$ cat config.mk
export PLATFORM = sky130hd
export DESIGN_NAME = input_debounce
export DESIGN_NICKNAME = d
export VERILOG_FILES = /design/src/rtl/input_debounce.sv
export SDC_FILE = /design/constraint.sdc
export NUM_CORES = 1
export LEC_CHECK = 0
export CELL_PAD_IN_SITES_DETAIL_PLACEMENT = 1
export CELL_PAD_IN_SITES_GLOBAL_PLACEMENT = 2
export CORE_ASPECT_RATIO = 1.75
export CORE_UTILIZATION = 38
export DETAILED_ROUTE_END_ITERATION = 8
export GPL_TIMING_DRIVEN = 0
export MAX_ROUTING_LAYER = met4
export PLACE_DENSITY_LB_ADDON = 0.12
export SETUP_SLACK_MARGIN = 0.2
export SLEW_MARGIN = 20
export SYNTH_ARGS = -nofsm -noshare
export SYNTH_HDL_FRONTEND = slang
export SYNTH_SLANG_ARGS = --single-unit
$ cat constraint.sdc
create_clock -name clk -period 3.7 [get_ports clk]
set_input_delay 0.925 -clock clk [delete_from_list [all_inputs] [get_ports clk]]
set_output_delay 0.925 -clock clk [all_outputs]
set_load 0.02 [all_outputs]
$ cat src/rtl/input_debounce.sv
// Per-channel input debouncer: 2-flop synchronizer followed by a stability counter.
// Optional rise/fall pulse outputs are enabled by defining DEBOUNCE_EDGE_EN.
module input_debounce #(
  parameter int WIDTH         = 2,
  parameter int STABLE_CYCLES = 1000,
  parameter bit RESET_VAL     = 1'b0
) (
  input  logic             clk,
  input  logic             rst,
  input  logic [WIDTH-1:0] sw_in,
  output logic [WIDTH-1:0] sw_out,
  output logic [WIDTH-1:0] settling
`ifdef DEBOUNCE_EDGE_EN
  ,
  output logic [WIDTH-1:0] rise,
  output logic [WIDTH-1:0] fall
`endif
);

  localparam int            CW   = $clog2(STABLE_CYCLES + 1);
  localparam logic [CW-1:0] LAST = CW'(STABLE_CYCLES - 1);

  // No handshake: sw_out/settling are plain levels, valid every cycle once rst is low.
  logic [WIDTH-1:0] s1;
  logic [WIDTH-1:0] s2;
  logic [WIDTH-1:0] out_nxt;
  logic [WIDTH-1:0] set_nxt;
  logic [CW-1:0]    cnt     [WIDTH];
  logic [CW-1:0]    cnt_nxt [WIDTH];

  // Any cycle where s2 agrees with sw_out restarts the count from zero.
  always_comb begin
    for (int i = 0; i < WIDTH; i++) begin
      out_nxt[i] = sw_out[i];
      cnt_nxt[i] = '0;
      if (s2[i] != sw_out[i]) begin
        if (cnt[i] == LAST) begin
          out_nxt[i] = s2[i];
        end else begin
          cnt_nxt[i] = cnt[i] + CW'(1);
        end
      end
      set_nxt[i] = (cnt_nxt[i] != '0);
    end
  end

  always_ff @(posedge clk) begin
    if (rst) begin
      s1       <= {WIDTH{RESET_VAL}};
      s2       <= {WIDTH{RESET_VAL}};
      sw_out   <= {WIDTH{RESET_VAL}};
      settling <= '0;
      for (int i = 0; i < WIDTH; i++) cnt[i] <= '0;
    end else begin
      s1       <= sw_in;
      s2       <= s1;
      sw_out   <= out_nxt;
      settling <= set_nxt;
      for (int i = 0; i < WIDTH; i++) cnt[i] <= cnt_nxt[i];
    end
  end

`ifdef DEBOUNCE_EDGE_EN
  // Pulses are derived from the counter decision, so a reset load never pulses.
  always_ff @(posedge clk) begin
    if (rst) begin
      rise <= '0;
      fall <= '0;
    end else begin
      rise <= out_nxt & ~sw_out;
      fall <= ~out_nxt & sw_out;
    end
  end
`endif

endmodule

# Word level (Yosys, flattened, before mapping)
# Memory sizes are Yosys's and may differ from the RTL's.
# Index checks and enable logic that the tools add are counted.
# Widths: inputs -> output; s select.
# totals
out_inout_bits	4
ramBits	20
input_bits	4
ff_bits	8
memories	1
word_cells	27
# classes
eq_ne	4
add_sub_neg	2
reduce_logical	4
n_bitwise	2
n_mux	9
# memory_table
memory	words	word_bits	rd	rd_clocked_by_memory_dff	write_ports	line	text
cnt	2	10	2	0	2	28	logic [CW-1:0] cnt [WIDTH];
# ops
op	count
$mux 10	6
$add 10x1->10 const B	2
$eq 10x10->1 const B	2
$reduce_bool 10->1	2
$reduce_and 2->1	2
$mux 1	3
$ne 1x1->1	2
$or 1x1->1	2

# Longest topological paths before layout
# depth
ltp_word	4
ltp_mapped	8
depth_no_buf	6

# Worst setup path after synthesis
# OpenSTA, ideal clock, no wires.
# synth_timing
path_type	in2reg
from	input rst
to	register settling[0]
arrival_ps	1743
n_path_buf	1
t_required_ps	3643
path_slack_ps	1899
setup_time_ps	57
cell_stages	5
path_cell_list	nand2b_1 -> or2_1 -> buf_6 -> a221oi_1 -> or3_1
# synth_lines
item	line	text
start, declared	9	input logic rst,
end signal, assigned	58	settling <= set_nxt;
end, declared	12	output logic [WIDTH-1:0] settling

==> impl_metrics.json <==
{
  "status": "completed",
  "synth_edf_count": 0,
  "fin_crit_sh_pct": 61.7,
  "drive_gt1_share_pct": 6.71,
  "antenna_found_initial": 0,
  "htreeDepth": 1,
  "ys.flop_type": "dfxtp_1",
  "path_cells": "clkdlybuf4s50_1 > nand2b_1 > or2_1 > buf_6 > a31oi_1 > or3_1",
  "via_per_inst": 5.06,
  "cp_max_fo": 10,
  "grt_pass1_wl_mm": 4.46,
  "fp.dieW_um": 46.5,
  "numCtsBuffers": 3,
  "cp.arrival_ns": 2.45,
  "path_clk_slew_ns": 0.09,
  "worstPathRequired_ns": 3.86,
  "gr-total-overflow": 0,
  "crit_start": "rst",
  "clock-sinks": 28,
  "async_reset_ff_share_pct": 0,
  "clock_latency_ns": 0.27,
  "p_total_w": 0.000506,
  "pin_count": 8,
  "whs_ns": 0.445,
  "cts_tree": "built",
  "hpwlAfterDp_mm": 2.09,
  "syn2layout_area_growth_pct": 13.8,
  "yosysSeqAreaShare_pct": 42.5,
  "rsz0062_at_grt": "false",
  "root_buffer": "clkbuf_8",
  "reg2regPathDepth": 8,
  "cp_slowest_cell": "clkdlybuf4s50_1",
  "grt_pass1_vias": 1057,
  "fmax_mhz": 438,
  "yosys_warnings": 0,
  "die-area_sq_um": 3720,
  "synthesis.area_per_instance_sq_um": 8.62,
  "multi_input_area_sq_um": 697,
  "end_kind": "register",
  "cap_violations": 0,
  "r2r_start": "cnt[0][10]",
  "syn-cell-area_sq_um": 1320,
  "first_pass_iters": 4,
  "rrSetupSlack_ns": 1.69,
  "worst_setup_path_start_kind": "input pin",
  "period_needed_ns": 2.28,
  "wl_mm": 2.64,
  "setup.worst_path.class": "input pin to register",
  "grt_util_all_layers_pct": 16.8,
  "core_sq_um": 3330,
  "clock_skew_ns": 0.00412,
  "drt_first_iter_violations": 10,
  "fp.dieH_um": 79.9,
  "vias": 1057,
  "cellPowerDensity_nw_per_um2": 338,
  "slew_headroom_pct": 69.9,
  "report.final.hold_viol_count": 0,
  "portBuffers": 7,
  "gp_congestion": 0.762,
  "start_util_pct": 39.6,
  "grt_max_degree": 16,
  "hp-class": "register to register",
  "routedWlPerCell_um": 12.6,
  "reg2reg_to": "settling[1]",
  "clk_path_buf_depth": 2,
  "power_leakage_nw": 0.502,
  "yosys.cell_types.count": 35,
  "seq_area_sq_um": 561,
  "drc": 0,
  "post_cts_resized": 0,
  "num_rows": 28,
  "place_area_sq_um": 1450,
  "cts_hold_buf": 0,
  "final.setup.tns_ns": 0,
  "post_cts_buffers": 0,
  "tightest_slew_ns": 0.447,
  "n_antenna_cell": 0,
  "slew_viol_final": 0,
  "setup_viol": 0,
  "vdd_drop_max_uv": 240,
  "ys_ff_latch": 28,
  "syn_inst": 153,
  "endpoint": "settling[0]",
  "max_stage_delay_ns": 0.62,
  "fillCellCount": 418,
  "ant_nets": 0,
  "fin_area_sq_um": 1500,
  "nNetsFinal": 171,
  "syn_nets": 159
}
-- state kept, by name, summed over array words and instances (netlist names) --
signal / flops
settling: 2
cnt: 20
sw_out: 2
s2: 2
s1: 2
-- worst max-delay path, delay by kind of cell --
family,cells,cell delay (ns)
buffers and inverters,2,0.76
AND/OR/NAND/NOR,3,0.70
AO/OA/AOI/OAI,1,0.05
-- routing by layer --
metal | global-route usage, % | share of wire [%]
met5 | - | 0
met2 | 29.7 | 58
met1 | 17.5 | 39
met4 | 7.06 | 1.9
met3 | 2.04 | 1.3
-- logic make-up (layout without fill, tap and decap cells) --
logic type	Yosys count	in the layout	synth area share [%]
fa+ha+maj	2	2	1.90
simple gates	75	75	28.7
compound gates	14	14	7.50
xor+xnor	20	20	13.3
flops	28	28	42.5
mux	2	2	1.52
buf+inv	12	23	4.65
-- synth_stat cells, types with 2 or more instances --
cell	n	area, sq um
nor2b_1	5	31.3
ha_1	2	25.0
nor2_1	30	113
or3_1	3	18.8
inv_1	5	18.8
clkbuf_1	4	15.0
nand4_1	5	31.3
a41oi_1	2	17.5
dfxtp_1	28	561
nor4_1	2	12.5
nand3_1	4	20.0
nor3_1	4	20.0
xor2_1	9	78.8
o21ai_0	2	10.0
xnor2_1	11	96.3
mux2i_1	2	20.0
nand2_1	12	45.0
buf_6	2	22.5
a21oi_1	3	15.0
a31oi_1	2	12.5
and3_1	2	12.5
-- where the power goes --
group,internal [W],switching (W)
sequential,0.000304,0.00000169
combinational,0.00000753,0.00000635
clock,0.0000952,0.0000912
-- how the worst min path moves through the flow --
stage	cells past startpoint	from	end	slack [ns]
finish	1	s1[0]	s2[0]	0.45
global route	1	s1[0]	s2[0]	0.48
CTS	1	s1[0]	s2[0]	0.45
detailed placement	1	s1[0]	s2[0]	0.43
global placement	1	s1[0]	s2[0]	0.42
floorplan	1	s1[0]	s2[0]	0.41
-- layout by cell type, fill, tap and decap left out, drive strengths merged, types with 2 or more instances in the layout --
| master | netlist | routed |
|---|---|---|
| a21oi | 3 | 3 |
| xor2 | 9 | 9 |
| inv | 5 | 5 |
| or3 | 3 | 3 |
| nor4 | 3 | 3 |
| nand4 | 5 | 5 |
| nor2 | 30 | 30 |
| clkdlybuf4s50 | 0 | 7 |
| nor3 | 4 | 4 |
| and3 | 2 | 2 |
| dfxtp | 28 | 28 |
| mux2i | 2 | 2 |
| nor2b | 5 | 5 |
| a41oi | 2 | 2 |
| xnor2 | 11 | 11 |
| ha | 2 | 2 |
| o21ai | 2 | 2 |
| clkbuf | 4 | 8 |
| a31oi | 2 | 2 |
| buf | 3 | 3 |
| nand2 | 12 | 12 |
| nand3 | 4 | 4 |
| or2 | 2 | 2 |
-- per-stage QoR --
step           cells  utilization [%]  setup slack, ns
2_1_floorplan    153                -             1.90
3_3_place_gp     205             43.4             1.12
3_5_place_dp     205             43.4             1.09
4_1_cts          209             45.1             1.39
5_1_grt          209             45.1             1.29
6_report         209             45.1             1.42
-- area by class of cell --
type	count	share of cell area, %
plain buffers	7	2.84
flip-flops and latches	28	37.4
well taps	45	3.75
inverters	5	1.25
multi-input cells	113	46.5
repair buffers	7	4.67
clock buffers	4	3.67
Note: power is estimated with default switching activity, not from simulation.
